### src/rtl/ret_addr_stack_pkg.sv
// Shared frontend definitions for the return-address stack.
// Holds the stored-entry layout, the next-PC-select bundle and the width
// helpers used to size the pointer and occupancy counter from DEPTH.
package ret_addr_stack_pkg;

    // Address width of the sv32 frontend configuration.
    localparam int unsigned RAS_VLEN = 32;

    // One stack slot: valid flag plus the stored return address.
    typedef struct packed {
        logic                valid;
        logic [RAS_VLEN-1:0] ra;
    } ras_entry_t;

    // Prediction bundle handed to the next-PC select logic.
    typedef struct packed {
        logic                valid;
        logic [RAS_VLEN-1:0] ra;
    } ras_t;

    // Occupancy counter width: must represent 0..depth inclusive.
    function automatic int unsigned ras_cnt_w(input int unsigned depth);
        return $clog2(depth + 1);
    endfunction

    // Top-pointer width: at least one bit so DEPTH=1 still has a legal vector.
    function automatic int unsigned ras_ptr_w(input int unsigned depth);
        return (depth > 1) ? $clog2(depth) : 1;
    endfunction

endpackage : ret_addr_stack_pkg

### src/rtl/ret_addr_stack.sv
// Return-address stack for the frontend branch predictor.
// Circular buffer of DEPTH {valid, addr} entries with a wrapping top pointer
// and a saturating occupancy counter. A push into a full stack silently
// replaces the oldest entry; a pop on an empty stack is a no-op. Both cases
// raise a one-cycle registered pulse.
//
// Ports:
//   clk_i       core clock
//   rst_i       asynchronous reset, active-high
//   flush_i     invalidate all entries (highest priority)
//   push_i      call detected; data_i becomes the new top
//   pop_i       return detected; remove the top
//   data_i      return address to push
//   data_o      current top-of-stack address (read from registers only)
//   valid_o     top-of-stack entry is valid
//   count_o     current occupancy, 0..DEPTH
//   overflow_o  one-cycle pulse: a push discarded the oldest entry
//   underflow_o one-cycle pulse: pop issued while empty
module ret_addr_stack
    import ret_addr_stack_pkg::*;
#(
    parameter int unsigned DEPTH = 2,
    parameter int unsigned VLEN  = 32
) (
    input  logic                        clk_i,
    input  logic                        rst_i,
    input  logic                        flush_i,
    input  logic                        push_i,
    input  logic                        pop_i,
    input  logic [VLEN-1:0]             data_i,
    output logic [VLEN-1:0]             data_o,
    output logic                        valid_o,
    output logic [ras_cnt_w(DEPTH)-1:0] count_o,
    output logic                        overflow_o,
    output logic                        underflow_o
);

    localparam int unsigned PTR_W = ras_ptr_w(DEPTH);
    localparam int unsigned CNT_W = ras_cnt_w(DEPTH);

    // Storage slot sized by the instance's VLEN (package layout is the sv32 case).
    typedef struct packed {
        logic            valid;
        logic [VLEN-1:0] ra;
    } entry_t;

    entry_t             ent_q [DEPTH];
    entry_t             ent_d [DEPTH];
    logic [PTR_W-1:0]   tp_q;
    logic [PTR_W-1:0]   tp_d;
    logic [CNT_W-1:0]   cnt_q;
    logic [CNT_W-1:0]   cnt_d;
    logic               overflow_d;
    logic               underflow_d;

    logic [PTR_W-1:0]   tp_inc_c;
    logic [PTR_W-1:0]   tp_dec_c;
    logic               full_c;
    logic               empty_c;

    // Pointer neighbours with modulo-DEPTH wrap; DEPTH=1 pins the pointer at 0.
    always_comb begin
        tp_inc_c = '0;
        tp_dec_c = '0;
        if (DEPTH > 1) begin
            if (tp_q == PTR_W'(DEPTH - 1)) begin
                tp_inc_c = '0;
            end else begin
                tp_inc_c = tp_q + PTR_W'(1);
            end
            if (tp_q == '0) begin
                tp_dec_c = PTR_W'(DEPTH - 1);
            end else begin
                tp_dec_c = tp_q - PTR_W'(1);
            end
        end
    end

    assign full_c  = (cnt_q == CNT_W'(DEPTH));
    assign empty_c = (cnt_q == '0);

    // Next-state selection: flush > push&pop > push > pop.
    always_comb begin
        ent_d       = ent_q;
        tp_d        = tp_q;
        cnt_d       = cnt_q;
        overflow_d  = 1'b0;
        underflow_d = 1'b0;

        if (flush_i) begin
            // Pointer is left where it is; only validity and occupancy reset.
            for (int unsigned i = 0; i < DEPTH; i++) begin
                ent_d[i].valid = 1'b0;
            end
            cnt_d = '0;
        end else if (push_i && pop_i) begin
            // Replace the top in place; an empty stack gains its first entry.
            ent_d[tp_q].valid = 1'b1;
            ent_d[tp_q].ra    = data_i;
            if (empty_c) begin
                cnt_d = CNT_W'(1);
            end
        end else if (push_i) begin
            ent_d[tp_inc_c].valid = 1'b1;
            ent_d[tp_inc_c].ra    = data_i;
            tp_d                  = tp_inc_c;
            // When full, the slot after the top is the oldest entry.
            if (full_c) begin
                overflow_d = 1'b1;
            end else begin
                cnt_d = cnt_q + CNT_W'(1);
            end
        end else if (pop_i) begin
            if (empty_c) begin
                underflow_d = 1'b1;
            end else begin
                ent_d[tp_q].valid = 1'b0;
                tp_d              = tp_dec_c;
                cnt_d             = cnt_q - CNT_W'(1);
            end
        end
    end

    // State and pulse registers.
    always_ff @(posedge clk_i or posedge rst_i) begin
        if (rst_i) begin
            for (int unsigned i = 0; i < DEPTH; i++) begin
                ent_q[i] <= '0;
            end
            tp_q        <= '0;
            cnt_q       <= '0;
            overflow_o  <= 1'b0;
            underflow_o <= 1'b0;
        end else begin
            for (int unsigned i = 0; i < DEPTH; i++) begin
                ent_q[i] <= ent_d[i];
            end
            tp_q        <= tp_d;
            cnt_q       <= cnt_d;
            overflow_o  <= overflow_d;
            underflow_o <= underflow_d;
        end
    end

    // Top-of-stack view comes straight from registers.
    assign data_o  = ent_q[tp_q].ra;
    assign valid_o = ent_q[tp_q].valid;
    assign count_o = cnt_q;

endmodule : ret_addr_stack
### config.mk
export PLATFORM = sky130hd
export DESIGN_NAME = ret_addr_stack
export DESIGN_NICKNAME = d
export VERILOG_FILES = /design/src/rtl/ret_addr_stack_pkg.sv /design/src/rtl/ret_addr_stack.sv
export SDC_FILE = /design/constraint.sdc
export NUM_CORES = 1
export LEC_CHECK = 0
export BUFFER_PORTS_ARGS = -buffer_cell sky130_fd_sc_hd__buf_2
export CAP_MARGIN = 0
export CORE_UTILIZATION = 50
export DETAILED_ROUTE_END_ITERATION = 8
export GPL_ROUTABILITY_DRIVEN = 0
export HOLD_SLACK_MARGIN = 0.08
export PLACE_DENSITY = 0.81
export SLEW_MARGIN = 20
export SYNTH_ARGS = -nofsm -noshare
export SYNTH_HDL_FRONTEND = slang
export SYNTH_SLANG_ARGS = --single-unit
### constraint.sdc
create_clock -name clk_i -period 2.9 [get_ports clk_i]
set_clock_uncertainty 0.15 [all_clocks]
set_input_delay 0.29 -clock clk_i [delete_from_list [all_inputs] [get_ports clk_i]]
set_output_delay 0.29 -clock clk_i [all_outputs]
set_load 0.03 [all_outputs]
# Word-level counts from Yosys, hierarchy flattened
# Index checks and enable logic that the tools add are counted.
[classes] bitwise_logic=4 n_addsub=4 n_lt_le_gt_ge=4 n_eq_ne=6 reduce_logical=11 muxes=43
[op_table] cell="bitwise mux 66 bit" n=5
[op_table] cell="2-to-1 mux 66 bit" n=4
[op_table] cell="2-to-1 mux 33 bit" n=5
[op_table] cell="demux 33 bit (select 1 bit)" n=4
[op_table] cell="2-to-1 mux 32 bit" n=2
[op_table] cell="2-to-1 mux 1 bit" n=16
[op_table] cell="2-to-1 mux 2 bit" n=7
[op_table] cell="!= test 4 x 3 -> 1 bit, second input constant" n=2
[op_table] cell="AND reduction 4 bit" n=2
[op_table] cell=">= comparator 2 bit, second input constant" n=2
[op_table] cell="less-than comparator 2 x 1 -> 1 bit, second input constant" n=2
[op_table] cell="NOT 1 -> 2 bit" n=2
[op_table] cell="nonzero test 4 bit" n=1
[op_table] cell="logical AND 1 bit" n=3
[op_table] cell="!= test 3 x 2 -> 1 bit, second input constant" n=1
[op_table] cell="!= test 3 bit, second input constant" n=1
[op_table] cell="AND reduction 3 bit" n=1
[op_table] cell="nonzero test 3 bit" n=1
[op_table] cell="adder 2 x 1 -> 2 bit, second input constant" n=1
[op_table] cell="equality test 2 bit, second input constant" n=1
[op_table] cell="zero test 2 bit" n=1
[op_table] cell="!= test 2 bit, second input constant" n=1
[op_table] cell="NOT 1 bit" n=2
[op_table] cell="AND reduction 2 bit" n=1
[op_table] cell="other kinds (4)" n=4
[word_totals] input_bits=37 out_inout_bits=37 regBits=71

# Depth between registers and ports, before layout
[depth] depth_word=12 ltp_mapped=6

# Least setup slack after synthesis
# No wires, ideal clock.
[synth_timing] path_kind="reg2out" startpoint="register tp_q" endpoint="output port data_o[10]" stages_incl_launch_ff=4 arrival_time_ns=1.224 slack_ns=1.236 path_buffers=2 t_required_ns=2.460 path_cell_list="dfrtp_1 buf_2 buf_2 mux2_2"
[synth_via] elab_chain_len=4
[synth_rtl] element="start: declaration" line="ret_addr_stack.sv:49" source="logic [PTR_W-1:0] tp_q;"
[synth_rtl] element="start signal: assignment" line="ret_addr_stack.sv:138" source="tp_q <= tp_d;"
[synth_rtl] element="NOT 1 -> 2 bit (implied by the code)" line="ret_addr_stack.sv:146" source="assign data_o = ent_q[tp_q].ra;"
[synth_rtl] element="2-to-1 mux 33 bit (3 in series)"
[synth_rtl] element="end: declaration" line="ret_addr_stack.sv:31" source="output logic [VLEN-1:0] data_o,"
# No other way between the ends. The select of a mux whose other input is x is not followed.

# Worst setup path in the final report
[layout_timing] startpoint="input port flush_i" endpoint="register ent_q[8] (netlist name)"
[layout_via] elab_chain_len=2
[layout_rtl] element="start: declaration" line="ret_addr_stack.sv:27" source="input logic flush_i,"
[layout_rtl] element="NOT 1 bit (no line)"
[layout_rtl] element="AND reduction 3 bit (no line)"
[layout_rtl] element="end signal: indexed assignment" line="ret_addr_stack.sv:136" source="ent_q[i] <= ent_d[i];"
[layout_rtl] element="end: declaration" line="ret_addr_stack.sv:47" source="entry_t ent_q [DEPTH];"
# No other way between the ends.
# A chain may end at the register's enable or synchronous reset.

==> impl_metrics.toml <==
[outcome]
status = "completed"

[clock_tree]
numCtsBuffers = 9
insertion_delay_ps = 350
cts_tree = "yes"
cts.sinks = 71
cts_resized = 0
htree_num_levels = 3
root_buffer = "clkbuf_8"
ctsLongestPathBuffers = 2
clkTransAtPathRegs_ps = 70
cts_setup_buffers = 0

[sta]
fin_setup_tns_ps = 0
finalHoldViolations = 0
setup_viol = 0
rsz0062_at_grt = "no"
drv_slew = 0
finalCritPeriodShare = 0.780
period_needed_ps = 2260
hold_slack_ps = 141
max_slew_margin = 0.477
worst_pin_slew_ps = 783
fmax_ghz = 0.442

[power_and_ir_drop]
vdd_ir_drop_max_mv = 0.704
cellPowerDensity_nw_per_um2 = 1020
p_total_uw = 4270
p_leak_uw = 0.00187

[flow_run]
max_cap_viol_count = 0

[worst_setup_path]
crit_type = "input pin to flip-flop"
worstSetupStartpointType = "input pin"
r2r_cells = 4
cp-end-kind = "flip-flop"
crit_arrival_ps = 2340
cp_cell_sequence = "dlygate4sd3_1 -> buf_2 -> nand2b_1 -> nor2_4 -> buf_12 -> mux2_2"
crit_family = "buffers and inverters"
cp_max_fo = 17
required_ps = 2980
rrSetupSlack_ps = 950
max_stage_delay_ps = 540
r2r-start = "tp_q"
slowest_stage = "dlygate4sd3_1"
cp_num_buf_inv = 3
r2r_end = "ent_q[50]"

[finish]
nFillCells = 434
register_area_um2 = 1780
multi_input_area_um2 = 1300
areaGrowthSynthToFinish_pct = 32.6
layout-drive-gt1-share = 0.482
fin_nets = 362
diodes = 0
design_area_um2 = 4170

[synthesis]
ys_seq_elements = 71
syn_nets = 253
synth_area_um2 = 3150
syn-instance-count = 216
yosysSeqAreaShare = 0.565
yosysWarnings = 0
yosysUniqueCellTypes = 25
avgSynthCellArea_um2 = 14.6

[detailed_routing]
top_layer = "met4"
drcViolationCount = 0
vias_per_cell = 5.25
drt_first_pass_iters = 4
drtIter0Drc = 120
finalWirelength_mm = 6.48
ant_nets = 0
wl_met1_mm = 2.81
wl_met2_mm = 3.18
route.met3.wl_um = 415
wl_per_cell_um = 16.0
num_vias = 2126

[placed_design]
post_dp_cell_area_um2 = 3600
place.port_buffers = 73
hpwlAfterDp_mm = 3.83

[floorplan]
rows = 28
die_h_um = 81.3
die_w_um = 81.3
start_util = 0.525
io_pins = 74
core_area_um2 = 5990
dieArea_um2 = 6610

[grt]
antenna_found_initial = 0
grt_max_degree = 40
grt_pass1_wl_mm = 10.8
grt_usage = 0.225
grt_overflow = 0
grt_pass1_vias = 2177

[hold_path]
holdCritPathClass = "input pin to flip-flop"
whs_endpoint = "overflow_o"
holdPathStages = 2
hold_start = "pop_i"
==> cell type report <==
type | count | share of cell area
flip-flops and latches | 71 | 0.426
clock inverters | 3 | 0.0156
well taps | 75 | 0.0225
repair buffers | 112 | 0.185
inverters | 2 | 0.00180
clock buffers | 13 | 0.0381
multi-input cells | 129 | 0.312
==> cell usage after synthesis <==
library cell	count	area share
mux2i_1	1	0.0032
o21ai_0	2	0.0032
nor4b_1	1	0.0028
buf_1	1	0.0012
nor3_1	2	0.0032
inv_1	2	0.0024
buf_2	9	0.014
mux2_2	65	0.23
nor2_2	1	0.0020
nor2_1	3	0.0036
a221oi_1	1	0.0028
o22ai_1	2	0.0040
nand2_1	2	0.0024
a21oi_1	4	0.0064
nand2b_1	5	0.0099
a211oi_1	2	0.0048
nand3b_1	1	0.0024
buf_4	3	0.0072
nor4_1	1	0.0020
dfrtp_1	71	0.56
mux2_1	32	0.11
clkbuf_1	1	0.0012
xor2_1	1	0.0028
o2bb2ai_1	1	0.0028
nor2b_1	2	0.0040
==> state kept, by name, summed over array words and instances (netlist names) <==
name and cells:
count_o 2, overflow_o 1, underflow_o 1, tp_q 1, ent_q 66
==> per-stage QoR <==
| step | instances | setup slack (ps) | util |
|---|---|---|---|
| after floorplan | 216 | 663 | - |
| after global placement | 354 | 836 | 0.601 |
| after detailed placement | 354 | 791 | 0.601 |
| after CTS | 405 | 665 | 0.697 |
| after global routing | 405 | 596 | 0.697 |
| final | 405 | 639 | 0.697 |
==> cell families (layout without fill, tap and decap cells) <==
kind of cell / count (synthesis) / after routing / synth area share
compound gates: 12 / 12 / 0.0239
buf+inv: 16 / 130 / 0.0262
xor+xnor: 1 / 1 / 0.00278
simple gates: 18 / 18 / 0.0322
flops: 71 / 71 / 0.565
mux: 98 / 98 / 0.350
==> metal layers <==
metal  vias to the layer above  track usage
li1                        986            -
met1                      1066        0.278
met2                        67        0.364
met3                         7       0.0888
met4                         0       0.0625
met5                         -            0
==> worst max path at each step <==
stage	startpoint	end	cells past startpoint
2_1_floorplan	rst_i	count_o[0]	1
3_3_place_gp	pop_i	ent_q[55]	5
3_5_place_dp	pop_i	ent_q[50]	5
4_1_cts	flush_i	ent_q[22]	6
5_1_grt	flush_i	ent_q[21]	6
6_report	flush_i	ent_q[8]	6
==> where the power goes <==
group / switching (uW) / internal (uW) / leakage (uW)
clock network: 351 / 531 / 0.000114
logic: 1000 / 774 / 0.000913
registers: 200 / 1410 / 0.000844
==> layout by cell type (no fill, tap or decap) <==
| cell | instances |
|---|---|
| nor2_4 | 1 |
| nor2b_4 | 1 |
| nand2b_1 | 5 |
| nor2_1 | 3 |
| xor2_1 | 1 |
| buf_2 | 73 |
| clkbuf_8 | 11 |
| mux2_2 | 65 |
| nor4_1 | 1 |
| nor4b_1 | 1 |
| nand3b_1 | 1 |
| buf_4 | 2 |
| buf_12 | 2 |
| mux2i_1 | 1 |
| clkbuf_1 | 2 |
| dfrtp_1 | 71 |
| nor2b_1 | 1 |
| a221oi_1 | 1 |
| o2bb2ai_1 | 1 |
| o22ai_1 | 2 |
| nor3_1 | 2 |
| nand2_1 | 2 |
| o21ai_0 | 2 |
| clkinv_2 | 1 |
| bufinv_16 | 2 |
| dlygate4sd3_1 | 35 |
| a211oi_1 | 2 |
| inv_2 | 1 |
| mux2_1 | 32 |
| a21oi_1 | 4 |
| inv_1 | 1 |
==> what timing repair did <==
action / 4_1_cts / 5_1_grt
hold buffers: 35 / 0
hold endpoints to repair: 104 / 0
setup endpoints to repair: 0 / 0
Power figures use the tool's default switching activity.
